$ cat src/rtl/control_unit_pkg.sv
// Shared constants for the multi-cycle control unit:
// state encoding, decoder TYPE_* one-hot indices and GROUP_* bits.
package control_unit_pkg;

  localparam int STATE_WIDTH  = 3;
  localparam int OPCODE_COUNT = 12;
  localparam int GROUP_COUNT  = 2;

  typedef enum logic [STATE_WIDTH-1:0] {
    S_RESET  = 3'd0,
    S_FETCH  = 3'd1,
    S_DECODE = 3'd2,
    S_EXEC   = 3'd3,
    S_WB     = 3'd4,
    S_HALT   = 3'd5
  } state_e;

  // opcode_type is one-hot; these are bit positions
  localparam int TYPE_UNKNOWN = 0;
  localparam int TYPE_NOP     = 1;
  localparam int TYPE_ADD     = 2;
  localparam int TYPE_ADC     = 3;
  localparam int TYPE_SUB     = 4;
  localparam int TYPE_SBC     = 5;
  localparam int TYPE_AND     = 6;
  localparam int TYPE_OR      = 7;
  localparam int TYPE_EOR     = 8;
  localparam int TYPE_NEG     = 9;
  localparam int TYPE_COM     = 10;
  localparam int TYPE_MOV     = 11;

  localparam int GROUP_ALU        = 0;
  localparam int GROUP_ALU_TWO_OP = 1;

  // A NOP is only accepted as a clean one-hot code;
  // stray extra type bits fall through to illegal.
  function automatic logic is_nop(
    input logic [OPCODE_COUNT-1:0] t
  );
    return t == (OPCODE_COUNT'(1) << TYPE_NOP);
  endfunction

endpackage

$ cat src/rtl/control_unit_retire_counter.sv
// Retired-instruction counter, wraps all-ones -> 0.
// Ports: clk_i, rst_ni (async low), inc_i, cnt_o.
module control_unit_retire_counter #(
  parameter int CNT_WIDTH = 16
) (
  input  logic                 clk_i,
  input  logic                 rst_ni,
  input  logic                 inc_i,
  output logic [CNT_WIDTH-1:0] cnt_o
);

  logic [CNT_WIDTH-1:0] cnt_q;
  logic [CNT_WIDTH-1:0] cnt_d;

  always_comb begin
    cnt_d = cnt_q;
    if (inc_i) cnt_d = cnt_q + CNT_WIDTH'(1);
  end

  always_ff @(posedge clk_i or negedge rst_ni) begin
    if (!rst_ni) cnt_q <= '0;
    else         cnt_q <= cnt_d;
  end

  assign cnt_o = cnt_q;

endmodule

$ cat src/rtl/control_unit.sv
// FETCH -> DECODE -> EXEC -> WB sequencer with halt and retire count.
// In: clk, reset(async low), fetch_ack, opcode_type/group, halt_req.
module control_unit
  import control_unit_pkg::*;
#(
  parameter int CNT_WIDTH = 16
) (
  input  logic                    clk,
  input  logic                    reset,
  input  logic                    fetch_ack,
  input  logic [OPCODE_COUNT-1:0] opcode_type,
  input  logic [GROUP_COUNT-1:0]  opcode_group,
  input  logic                    halt_req,
  output logic                    fetch_req,
  output logic                    ir_load,
  output logic                    pc_inc,
  output logic                    rf_rd_en,
  output logic                    rf_rd_two,
  output logic                    alu_en,
  output logic                    rf_wr_en,
  output logic                    sreg_wr,
  output logic                    illegal,
  output logic                    halted,
  output logic [CNT_WIDTH-1:0]    retired_cnt,
  output logic [STATE_WIDTH-1:0]  state
);

  state_e state_q;
  state_e state_d;
  state_e boundary;
  logic   retire;

  // halt_req only matters when an instruction has finished
  assign boundary = halt_req ? S_HALT : S_FETCH;

  always_comb begin
    state_d   = S_FETCH;
    fetch_req = 1'b0;
    ir_load   = 1'b0;
    pc_inc    = 1'b0;
    rf_rd_en  = 1'b0;
    rf_rd_two = 1'b0;
    alu_en    = 1'b0;
    rf_wr_en  = 1'b0;
    sreg_wr   = 1'b0;
    illegal   = 1'b0;
    halted    = 1'b0;
    retire    = 1'b0;
    unique case (state_q)
      S_RESET: begin
        state_d = boundary;
      end
      S_FETCH: begin
        fetch_req = 1'b1;
        if (fetch_ack) begin
          ir_load = 1'b1;
          pc_inc  = 1'b1;
          state_d = S_DECODE;
        end else begin
          state_d = S_FETCH;
        end
      end
      S_DECODE: begin
        if (opcode_group[GROUP_ALU]) begin
          rf_rd_en  = 1'b1;
          rf_rd_two = opcode_group[GROUP_ALU_TWO_OP];
          state_d   = S_EXEC;
        end else begin
          retire  = is_nop(opcode_type);
          illegal = !is_nop(opcode_type);
          state_d = boundary;
        end
      end
      S_EXEC: begin
        alu_en  = 1'b1;
        state_d = S_WB;
      end
      S_WB: begin
        rf_wr_en = 1'b1;
        sreg_wr  = 1'b1;
        retire   = 1'b1;
        state_d  = boundary;
      end
      S_HALT: begin
        halted  = 1'b1;
        state_d = halt_req ? S_HALT : S_FETCH;
      end
      default: begin
        state_d = S_FETCH;
      end
    endcase
  end

  always_ff @(posedge clk or negedge reset) begin
    if (!reset) state_q <= S_RESET;
    else        state_q <= state_d;
  end

  assign state = state_q;

  control_unit_retire_counter #(
    .CNT_WIDTH (CNT_WIDTH)
  ) u_retire_counter (
    .clk_i  (clk),
    .rst_ni (reset),
    .inc_i  (retire),
    .cnt_o  (retired_cnt)
  );

endmodule

$ cat config.mk
export PLATFORM = sky130hd
export DESIGN_NAME = control_unit
export DESIGN_NICKNAME = d
export VERILOG_FILES = /design/src/rtl/control_unit_pkg.sv /design/src/rtl/control_unit_retire_counter.sv /design/src/rtl/control_unit.sv
export SDC_FILE = /design/constraint.sdc
export NUM_CORES = 1
export LEC_CHECK = 0
export ABC_AREA = 1
export ABC_CLOCK_PERIOD_IN_PS = 1500
export CORE_MARGIN = 10
export CORE_UTILIZATION = 45
export CTS_BUF_LIST = sky130_fd_sc_hd__clkbuf_2 sky130_fd_sc_hd__clkbuf_4 sky130_fd_sc_hd__clkbuf_8
export DETAILED_ROUTE_END_ITERATION = 16
export GPL_TIMING_DRIVEN = 0
export PLACE_DENSITY = 0.84
export SKIP_LAST_GASP = 1
export SLEW_MARGIN = 20
export SYNTH_ARGS = -nofsm -noshare
export SYNTH_HDL_FRONTEND = slang
export SYNTH_SLANG_ARGS = --single-unit
$ cat constraint.sdc
create_clock -name clk -period 1.5 [get_ports clk]
set_input_delay 0.15 -clock clk [delete_from_list [all_inputs] [get_ports clk]]
set_output_delay 0.15 -clock clk [all_outputs]
set_load 0.02 [all_outputs]
; Yosys cells after proc, flatten, opt, wreduce, memory -nomap -nowiden
; Index checks and enable logic that the tools add are counted.
[classes]
add_sub_neg = 1
n_reduce_logical = 3
eq_ne = 6
n_mux = 18
[ops]
columns = operator, count
row1 = "16-bit by 1-bit adder with 16-bit output, second input constant", 1
row2 = 1-bit two-way mux, 13
row3 = "12-bit by 2-bit == test with 1-bit output, second input constant", 1
row4 = 3-bit one-hot mux with 4 select lines, 1
row5 = "3-bit by 2-bit == test with 1-bit output, second input constant", 2
row6 = "3-bit == test, second input constant", 2
row7 = 3-bit two-way mux, 2
row8 = "3-bit by 1-bit == test with 1-bit output, second input constant", 1
row9 = 3-bit logical NOT, 1
row10 = 3-bit OR reduction, 1
row11 = 2-bit two-way mux, 1
row12 = 1-bit one-hot mux with 2 select lines, 1
row13 = 1-bit logical NOT, 1
[word_totals]
regBits = 19
input_bits = 18
out_inout_bits = 29
wordCells = 30

; Longest topological paths before layout
; Gate-level depths: netlist of run 1.
[logic_depth]
word_depth = 4
depth_mapped = 9
depth_no_buf = 8

; Cells and area by module
; A second synthesis of run 1 with hierarchy kept.
[hier_totals]
cells_unflattened = 142
hier_area_um2 = 1083.5
[by_module_without_submodules]
columns = module, cells_each, n_inst, seq_area_each_um2, area_per_inst_um2
row1 = control_unit_retire_counter, 97, 1, 400.4, 813.3
row2 = control_unit, 45, 1, 75.1, 270.3

; Least setup slack after synthesis of run 1
; Ideal clock, no wire load.
[synth_timing]
path_kind = flip-flop to flip-flop
start = register state_q[1] (netlist: state[1])
end = register u_retire_counter.cnt_q[2] (netlist: u_retire_counter.cnt_o[2])
setup_slack_ns = -0.143
setup_time_ns = 0.117
path_stages_with_launch = 8
n_path_buf = 1
period_less_slack_ns = 1.643
required_time_ns = 1.383
arrival_time_ns = 1.525
path_cell_list = dfrtp_1 -> inv_2 -> nand2_1 -> nor2_1 -> inv_2 -> buf_2 -> nand3_1 -> nand2_1
[synth_between]
elab_chain_cells = 2
word_cells_on_any_way = 3
cone_classes = eq/ne (2) / mux (1)
[synth_lines]
columns = element, line
row1 = start: declaration, control_unit.sv:28  ; state_e state_q;
row2 = start signal: assignment, control_unit.sv:96  ; else state_q <= state_d;
row3 = 3-bit == test or 3-bit by 2-bit == test with 1-bit output (tied branches), control_unit.sv:49  ; unique case (state_q)
row4 = 1-bit one-hot mux with 2 select lines (*), control_unit.sv:49
row5 = end signal: assignment, control_unit_retire_counter.sv:22  ; else cnt_q <= cnt_d;
row6 = end: declaration, control_unit_retire_counter.sv:12  ; logic [CNT_WIDTH-1:0] cnt_q;
; Mark *: on every way between the ends. The rest lies on a longest branch, timed or not.
; A chain may end at the register's enable or synchronous reset.

; Final worst setup path of run 1
[layout_timing]
start = register state_q[2] (netlist: state[2])
end = output port illegal
[layout_between]
elab_chain_cells = 2
[layout_lines]
columns = element, line
row1 = 3-bit by 2-bit == test with 1-bit output, control_unit.sv:49
row2 = 1-bit two-way mux, control_unit.sv:49
row3 = end: declaration, control_unit.sv:22  ; output logic illegal,
; Every way passes these cells.

==> results of run 1 <==
cell families after synthesis:
logic type	synth area share (%)
and+or+nand+nor	46.2
buffers and inverters	7.65
DFF	37.8
xor gates and xnor gates	4.87
AOI/OAI and AO/OA	2.49
adders and majority gates	0.994
stage by stage:
step           setup slack, ns  cell area (um2)  std cells
2_1_floorplan         -0.00775             1260        187
3_3_place_gp            -0.273             1760        264
3_5_place_dp            -0.349             1760        264
4_1_cts                -0.0878             1850        277
5_1_grt                 -0.129             1980        280
6_report               -0.0326             1980        280
cell type report:
cell class	count	area share (%)
clock buffer	4	1.51
inverter	16	3.15
timing repair buffer	58	26.8
tap	31	1.96
multi-input combinational	147	39.9
buffer	5	2.33
sequential	19	24.3
sequential cells by signal (all words and copies together) (netlist names):
signal / cells
u_retire_counter.cnt_o: 16
state: 3
worst min path at each step:
stage | to | cells after the start | slack (ns)
after global placement | u_retire_counter.cnt_o[15] | 2 | 0.55
after global routing | u_retire_counter.cnt_o[14] | 1 | 0.38
after detailed placement | u_retire_counter.cnt_o[13] | 2 | 0.58
after floorplan | state[0] | 0 | -0.15
after CTS | u_retire_counter.cnt_o[14] | 1 | 0.36
final | u_retire_counter.cnt_o[6] | 1 | 0.32
power groups by stage:
stage	clock [uW]	combinational [uW]	sequential, uW
final	283	1190	709
after global routing	315	1300	719
after CTS	283	1050	686
after detailed placement	0	985	707
after global placement	0	969	703
after floorplan	0	444	781
synth_stat cells (2+ instances only):
cell type	n	share of area, %
nand2_1	67	20
nor2_1	29	8.6
nand3_1	25	9.9
dfrtp_1	19	38
inv_1	14	4.2
nand4_1	6	3.0
o21ai_0	4	1.6
xnor2_1	4	2.8
xor2_1	3	2.1
buf_2	2	0.80
buf_4	2	1.2
inv_2	2	0.60
per-layer routing:
metal	vias up	part of all wire, %	global-route usage [%]
met5	-	0	0
met4	0	1.2	5.06
met3	4	5.1	2.99
met2	37	55	26.9
met1	709	38	15.6
li1	717	-	-
what timing repair did:
item | in CTS | in global routing
pin swaps | 6 | 6
gates resized for setup | 61 | 45
gates cloned | 0 | 1
setup buffers | 9 | 2
setup endpoints to repair | 37 | 29
worst max-delay path, delay by kind of cell, from the launching register on:
| kind | cells | cell delay (ns) |
|---|---|---|
| flops | 1 | 0.46 |
| simple gates | 3 | 0.31 |
| buf+inv | 2 | 0.19 |
| compound gates | 1 | 0.12 |
==> results.toml, run 1 <==
[run_status]
status = "finished with violations"
violations = "setup timing"

[power]
total_power_uw = 2190
clockPowerShare_pct = 12.9
internal_power_uw = 1230
p_per_area_nw_per_um2 = 1100
seq_power_share_pct = 32.4
peakVddDrop_mv = 1.11
p_leak_uw = 0.00104
p_switching_uw = 951
comb_power_share_pct = 54.6
swShare_pct = 43.5

[layout]
areaGrowthSynthToFinish_pct = 57.6
num-nets-final = 269
multiInputGateArea_um2 = 792
final_common_cell = "nand2_1"
fin_util_pct = 73.2
diodes = 0
final_cell_mix = "nand2_1 (54), nor2_1 (24), nand3_1 (24), clkdlybuf4s50_1 (17), dlygate4sd2_1 (16)"
nFillCells = 220
ff_latch_area_um2 = 482
drive_gt1_share_pct = 26.5

[clocking]
htreeDepth = 1
cts_root_buffer = "clkbuf_4"
cts.clk_slew.worst_paths_ns = 0.11
clockBufferDepth = 2
cts_tree = "done"
cts_buffers = 3
clkLatencyLatePin_ns = 0.31
cts_hold_buf = 0
clock_sinks = 19

[timing]
setup_viol = 1
whs_ns = 0.318
rsz0062_at_grt = "yes"
setup_tns_ns = -0.0326
hold_viol = 0
fin_ws_ns = -0.0326
tightestPinTransition_ns = 0.858
fin_skew_ns = 0.00957
period_share_pct = 102
drv_slew = 0
clock.fmax_mhz = 652
min_period_ns = 1.53
max_slew_margin_pct = 42.6

[worst_setup_path]
slowest_delay_ns = 0.46
slowest_stage = "dfrtp_2"
rrSetupSlack_ns = 0.07
path_cells = "nor2_4, nand2_4, nor2_4, inv_2, a21oi_2, buf_6"
crit_required_ns = 1.35
r2r_end = "u_retire_counter.cnt_o[0]"
ff2ff_path_depth = 9
startpoint_type = "flip-flop"
critPathKind = "flip-flop to output pin"
crit_arrival_ns = 1.38
cp_max_fo = 4
timing.rr.start = "state[2]"
cp-end-kind = "output pin"
cpMostUsedCell = "nor2_4"
cp-startpoint = "state[2]"
worstSetupEndpoint = "illegal"

[yosys]
synth_nets = 206
syn-cell-area_um2 = 1260
ys_async_sr_fraction_pct = 100
synth_warnings = 0
ys_types = 22
syn_area_per_cell_um2 = 6.73
ys_seq_area_share_pct = 37.8
syn_inst = 187
synth_enable_flop_cells = 0
ys_seq_elements = 19
synthFlopType = "dfrtp_1"

[min_path]
hp-class = "primary input to async pin"

[route]
vias = 1467
postRouteAntennaNets = 0
dr.pass1.iters = 5
drtIter0Drc = 132
drc = 0
vias_per_cell = 5.24
drt-wirelength-per-cell_um = 14.2
wirelength_um = 3980

[place]
hpwlAfterDp_um = 2780
globalplace.congestion = 0.846
io_buffers = 46

[floorplanning]
rows = 19
coreArea_um2 = 2710
die_h_um = 72.9
dieArea_um2 = 5310
ios = 47
start_util_pct = 46.4
chipWidth_um = 72.9

[grt]
grt_max_degree = 20
first_global_vias = 1386
antenna_found_initial = 0
grt_pass1_wl_um = 6290
grt_use_total_pct = 14.5
grt.overflow.total = 0

[run]
max_cap_viol_count = 0
Note: power is estimated with default switching activity, not from simulation.
==> inputs of run 2 (changes only) <==
Settings changed: ABC_AREA 1 to unset, CORE_UTILIZATION 45 to 43.
==> run 2 against run 1 <==
The run still ends with setup timing left. Critical path type is now flip-flop to flip-flop. Area after synthesis is 13% lower. Core utilization is 4.6 points higher. Hold slack worse by 0.022 ns. Fmax is 21% lower. Highest routed layer unchanged.
==> results.toml, run 2 <==
[run_status]
status = "finished with violations"
violations = "setup timing"

[grt]
busiest_layer = "met2"
grt_max_degree = 20
grt.overflow.total = 0
grt_use_total_pct = 13.9
use_met3_pct = 6.78
met2_usage_pct = 25.0
grt_pass1_wl_um = 5640
antenna_found_initial = 0
use_met1_pct = 13.2
first_global_vias = 1120

[run]
max_cap_viol_count = 0

[worst_setup_path]
cp_max_fo = 5
startpoint_type = "flip-flop"
path_cells = "or4b_4, nand4b_4, buf_6, a2111oi_4, xor2_1"
slowest_stage = "or4b_4"
ff2ff_path_depth = 5
cp-end-kind = "flip-flop"
crit_family = "simple AND/OR/NAND/NOR gates"
crit_required_ns = 1.74
critPathKind = "flip-flop to flip-flop"
crit_arrival_ns = 2.17
timing.rr.start = "state[0]"
rrSetupSlack_ns = -0.43
cp_num_buf_inv = 1
slowest_delay_ns = 0.52
r2r_end = "u_retire_counter.cnt_o[15]"

[floorplanning]
coreArea_um2 = 2450
rows = 18
chipWidth_um = 70.3
start_util_pct = 44.4
die_h_um = 70.3
dieArea_um2 = 4950
ios = 47

[layout]
final_cell_mix = "buf_4 (17), clkdlybuf4s50_1 (17), dfrtp_1 (16), buf_6 (14), xor2_1 (12)"
drive_gt1_share_pct = 40.6
multiInputGateArea_um2 = 653
diodes = 0
areaGrowthSynthToFinish_pct = 75.2
final_cells = 195
ff_latch_area_um2 = 479
largest_reg_flops = 16
num-nets-final = 185
nFillCells = 161

[yosys]
syn_area_per_cell_um2 = 11.4
yosys-top-cells-area = "dfrtp_1 (44%), xor2_1 (9.6%), a211oi_2 (6.9%)"
yosysMostFrequentCell = "dfrtp_1"
synth_warnings = 0
ys_seq_elements = 19
synthTopCellsByCount = "dfrtp_1 (19), xor2_1 (12), nand3_1 (7)"
ys_seq_area_share_pct = 43.6
synthFlopType = "dfrtp_1"
synth_nets = 115
ys_types = 34
ys_async_sr_fraction_pct = 100
yosysTopAreaCell = "dfrtp_1"
syn_inst = 96
yosysTopAreaCellShare_pct = 43.6
syn-cell-area_um2 = 1090
synth_enable_flop_cells = 0

[timing]
tightestPinTransition_ns = 0.837
drv_slew = 0
fin_skew_ns = 0.0163
whs_ns = 0.296
period_share_pct = 129
min_period_ns = 1.93
clock.fmax_mhz = 517
setup_viol = 28
max_slew_margin_pct = 44.0
hold_viol = 0
setup_tns_ns = -7.25
fin_ws_ns = -0.432
rsz0062_at_grt = "yes"

[route]
postRouteAntennaNets = 0
vias = 1033
drt-wirelength-per-cell_um = 18.7
dr.pass1.iters = 4
vias_per_cell = 5.30
drc = 0
drtIter0Drc = 25
wirelength_um = 3650

[place]
globalplace.congestion = 0.762
io_buffers = 46
place_inst = 172
place_worst_setup_slack_ns = -0.613
hpwlAfterDp_um = 2370

[clocking]
cts.clk_slew.worst_paths_ns = 0.12
htreeDepth = 1
cts_hold_buf = 0
cts_tree = "done"
clkLatencyLatePin_ns = 0.32
cts_root_buffer = "clkbuf_4"
cts_buffers = 3
clock_sinks = 19
clockBufferDepth = 2

[power]
total_power_uw = 3000
peakVddDrop_mv = 1.43
p_leak_uw = 0.000834
p_per_area_nw_per_um2 = 1570

[min_path]
hp-class = "primary input to async pin"
-- run 2: worst max-delay path by stage --
stage	to	depth (start not counted)	start
after floorplan	u_retire_counter.cnt_o[1]	4	state[0]
after global placement	sreg_wr	5	state[1]
after detailed placement	sreg_wr	6	state[0]
after CTS	u_retire_counter.cnt_o[15]	5	state[0]
after global routing	u_retire_counter.cnt_o[15]	5	state[0]
final	u_retire_counter.cnt_o[15]	5	state[0]
-- run 2: cell type report --
type / instances / area share [%]
multi-input cells: 67 / 34.2
plain buffers: 4 / 2.29
flip-flops and latches: 19 / 25.1
clock buffers: 3 / 1.18
well taps: 30 / 1.97
inverters: 6 / 1.44
clock inverters: 1 / 0.262
repair buffers: 65 / 33.6
-- run 2: logic make-up after synthesis --
logic type	share of synthesized area, %
flops	43.6
simple gates	19.7
xor+xnor	12.1
mux	1.03
compound gates	17.6
buf+inv	4.82
fa+ha+maj	1.15
-- run 2: worst reg2reg max path: stages, from the launching register on --
cell,delay [ns]
dfrtp_2,0.43
or4b_4,0.52
nand4b_4,0.24
buf_6,0.18
a2111oi_4,0.30
xor2_1,0.18
-- run 2: per-layer routing --
layer,vias to the layer above,share of wire (%)
met3,8,8.5
met4,0,1.5
met1,507,36
li1,475,-
met2,43,54
met5,-,0
-- run 2: through the flow --
| stage | utilization [%] | cell area, um2 |
|---|---|---|
| floorplan | - | 1100 |
| global placement | 65.1 | 1600 |
| detailed placement | 65.1 | 1600 |
| CTS | 72.9 | 1790 |
| global route | 77.8 | 1910 |
| finish | 77.8 | 1910 |
-- run 2: where the power goes --
group	leakage, uW	internal [uW]	switching [uW]
Clock	0.0000177	99.9	175
Combinational	0.000615	893	966
Sequential	0.000201	670	191
Total	0.000834	1660	1330
-- run 2: repair_timing --
item	in CTS	in global routing
pin swaps	11	3
gates cloned	1	0
resized for setup	72	40
setup buffers	13	8
endpoints found under the hold margin	0	0
endpoints found under the setup margin	35	36
==> inputs of run 3 (changes only) <==
==> constraint.sdc (replaced) <==
create_clock -name clk -period 1.5 [get_ports clk]
set_input_delay 0.15 -clock clk [delete_from_list [all_inputs] [get_ports clk]]
set_output_delay 0.15 -clock clk [all_outputs]
set_load 0.01 [all_outputs]
==> run 3 against run 2 <==
The flow still finishes with violations (setup timing). Non-clock buffer count grew 8. Highest routed layer unchanged. Critical path type unchanged. Via count rose by 5.0%. Count of clock-buffer cells in the layout unchanged. Largest cell class unchanged. Core utilization increased by 2.3 points. Sequential power is 2% lower.
==> results.toml, run 3 (synthesis gave the netlist of run 2 again) <==
[layout]
drive_gt1_share_pct = 41.0
num-nets-final = 193
final_cell_mix = "clkdlybuf4s50_1 (29), buf_4 (21), dfrtp_1 (16), xor2_1 (12), buf_6 (12)"
multiInputGateArea_um2 = 642
final_common_cell = "clkdlybuf4s50_1"
nFillCells = 140
ff_latch_area_um2 = 479
areaGrowthSynthToFinish_pct = 80.5
diodes = 0
fin_util_pct = 80.1
largest_reg_flops = 16

[grt]
grt.overflow.total = 0
antenna_found_initial = 0
use_met1_pct = 12.8
use_met3_pct = 6.78
first_global_vias = 1135
grt_max_degree = 20
busiest_layer = "met2"
grt_use_total_pct = 13.2
met2_usage_pct = 24.2
grt_pass1_wl_um = 5420

[clocking]
cts_hold_buf = 0
cts_root_buffer = "clkbuf_4"
htreeDepth = 1
cts_tree = "done"
clock_sinks = 19
cts_buffers = 3
cts.clk_slew.worst_paths_ns = 0.13
clkLatencyLatePin_ns = 0.32
clockBufferDepth = 2

[place]
globalplace.congestion = 0.725
hpwlAfterDp_um = 2270
io_buffers = 46

[floorplanning]
die_h_um = 70.3
chipWidth_um = 70.3
coreArea_um2 = 2450
start_util_pct = 44.4
rows = 18
ios = 47
dieArea_um2 = 4950

[timing]
tightestPinTransition_ns = 0.891
min_period_ns = 1.98
max_slew_margin_pct = 40.4
fin_ws_ns = -0.480
clock.fmax_mhz = 505
period_share_pct = 132
hold_viol = 0
setup_tns_ns = -8.45
drv_slew = 0
fin_skew_ns = 0.0160
setup_viol = 27
rsz0062_at_grt = "yes"

[run]
max_cap_viol_count = 0

[worst_setup_path]
critPathKind = "flip-flop to flip-flop"
r2r_end = "u_retire_counter.cnt_o[1]"
crit_required_ns = 1.72
cp_max_fo = 7
crit_arrival_ns = 2.20
startpoint_type = "flip-flop"
timing.rr.start = "state[0]"
cp-end-kind = "flip-flop"
rrSetupSlack_ns = -0.48
ff2ff_path_depth = 5

[run_status]
violations = "setup timing"
status = "finished with violations"

[min_path]
hp-class = "primary input to async pin"

[power]
p_per_area_nw_per_um2 = 1560
total_power_uw = 3060
peakVddDrop_mv = 1.86
p_leak_uw = 0.000866

[route]
dr.pass1.iters = 4
drtIter0Drc = 36
drc = 0
drt-wirelength-per-cell_um = 20.0
vias = 1085
vias_per_cell = 5.34
wirelength_um = 4060
postRouteAntennaNets = 0
run 3: cell types whose count changed in the layout (fill, tap and decap cells not counted), moves of 2 or more:
cell / delta
buf_2: +2
dlygate4sd2_1: -6
buf_4: +4
buf_6: -2
dlymetal6s2s_1: -5
clkdlybuf4s50_1: +12
run 3: what timing repair did:
| item | CTS | global route |
|---|---|---|
| pin swaps | 2 | 9 |
| endpoints found under the setup margin | 28 | 35 |
| gates resized for setup | 44 | 39 |
| buffers inserted | 14 | 14 |
| gates cloned | 0 | 1 |
run 3: cell type report:
cell class                 count  share of cell area (%)
buffer                         4                    2.42
clock buffer                   3                    1.15
clock inverter                 1                   0.254
inverter                       6                    1.40
multi-input combinational     67                    32.6
sequential                    19                    24.4
tap                           30                    1.91
timing repair buffer          73                    35.9
run 3: worst max-delay path, stage by stage (launching register included):
cell and delay (ns):
dfrtp_2 0.45, or4b_4 0.52, nand4b_4 0.31, buf_4 0.24, nand2_4 0.06, mux2_4 0.30
run 3: worst max-delay path by stage:
stage                          from                          to  slack (ns)  cells past startpoint
floorplan                  state[0]   u_retire_counter.cnt_o[1]       -0.31                      4
global placement           state[1]                     sreg_wr       -0.55                      5
detailed placement  opcode_group[0]  u_retire_counter.cnt_o[14]       -0.57                      6
CTS                        state[0]  u_retire_counter.cnt_o[14]       -0.40                      5
global route               state[1]   u_retire_counter.cnt_o[2]       -0.57                      6
finish                     state[0]   u_retire_counter.cnt_o[1]       -0.48                      5
run 3: per-layer routing:
| metal | routed length [um] | vias up |
|---|---|---|
| li1 | - | 491 |
| met1 | 1470 | 549 |
| met2 | 2180 | 35 |
| met3 | 299 | 10 |
| met4 | 115 | 0 |
| met5 | 0 | - |
run 3: through the flow:
step	cell area [um2]	instances	setup slack, ns	hold slack (ns)
detailed placement	1600	172	-0.567	0.457
CTS	1770	190	-0.396	0.356
finish	1970	203	-0.480	0.314
global placement	1600	172	-0.550	0.456
floorplan	1100	96	-0.314	-0.146
global route	1970	203	-0.570	0.344
run 3: where the power goes:
group          total (uW)  switching (uW)  internal, uW
clock                 285             185           100
sequential            847             176           670
combinational        1930             884          1050
total                3060            1250          1820
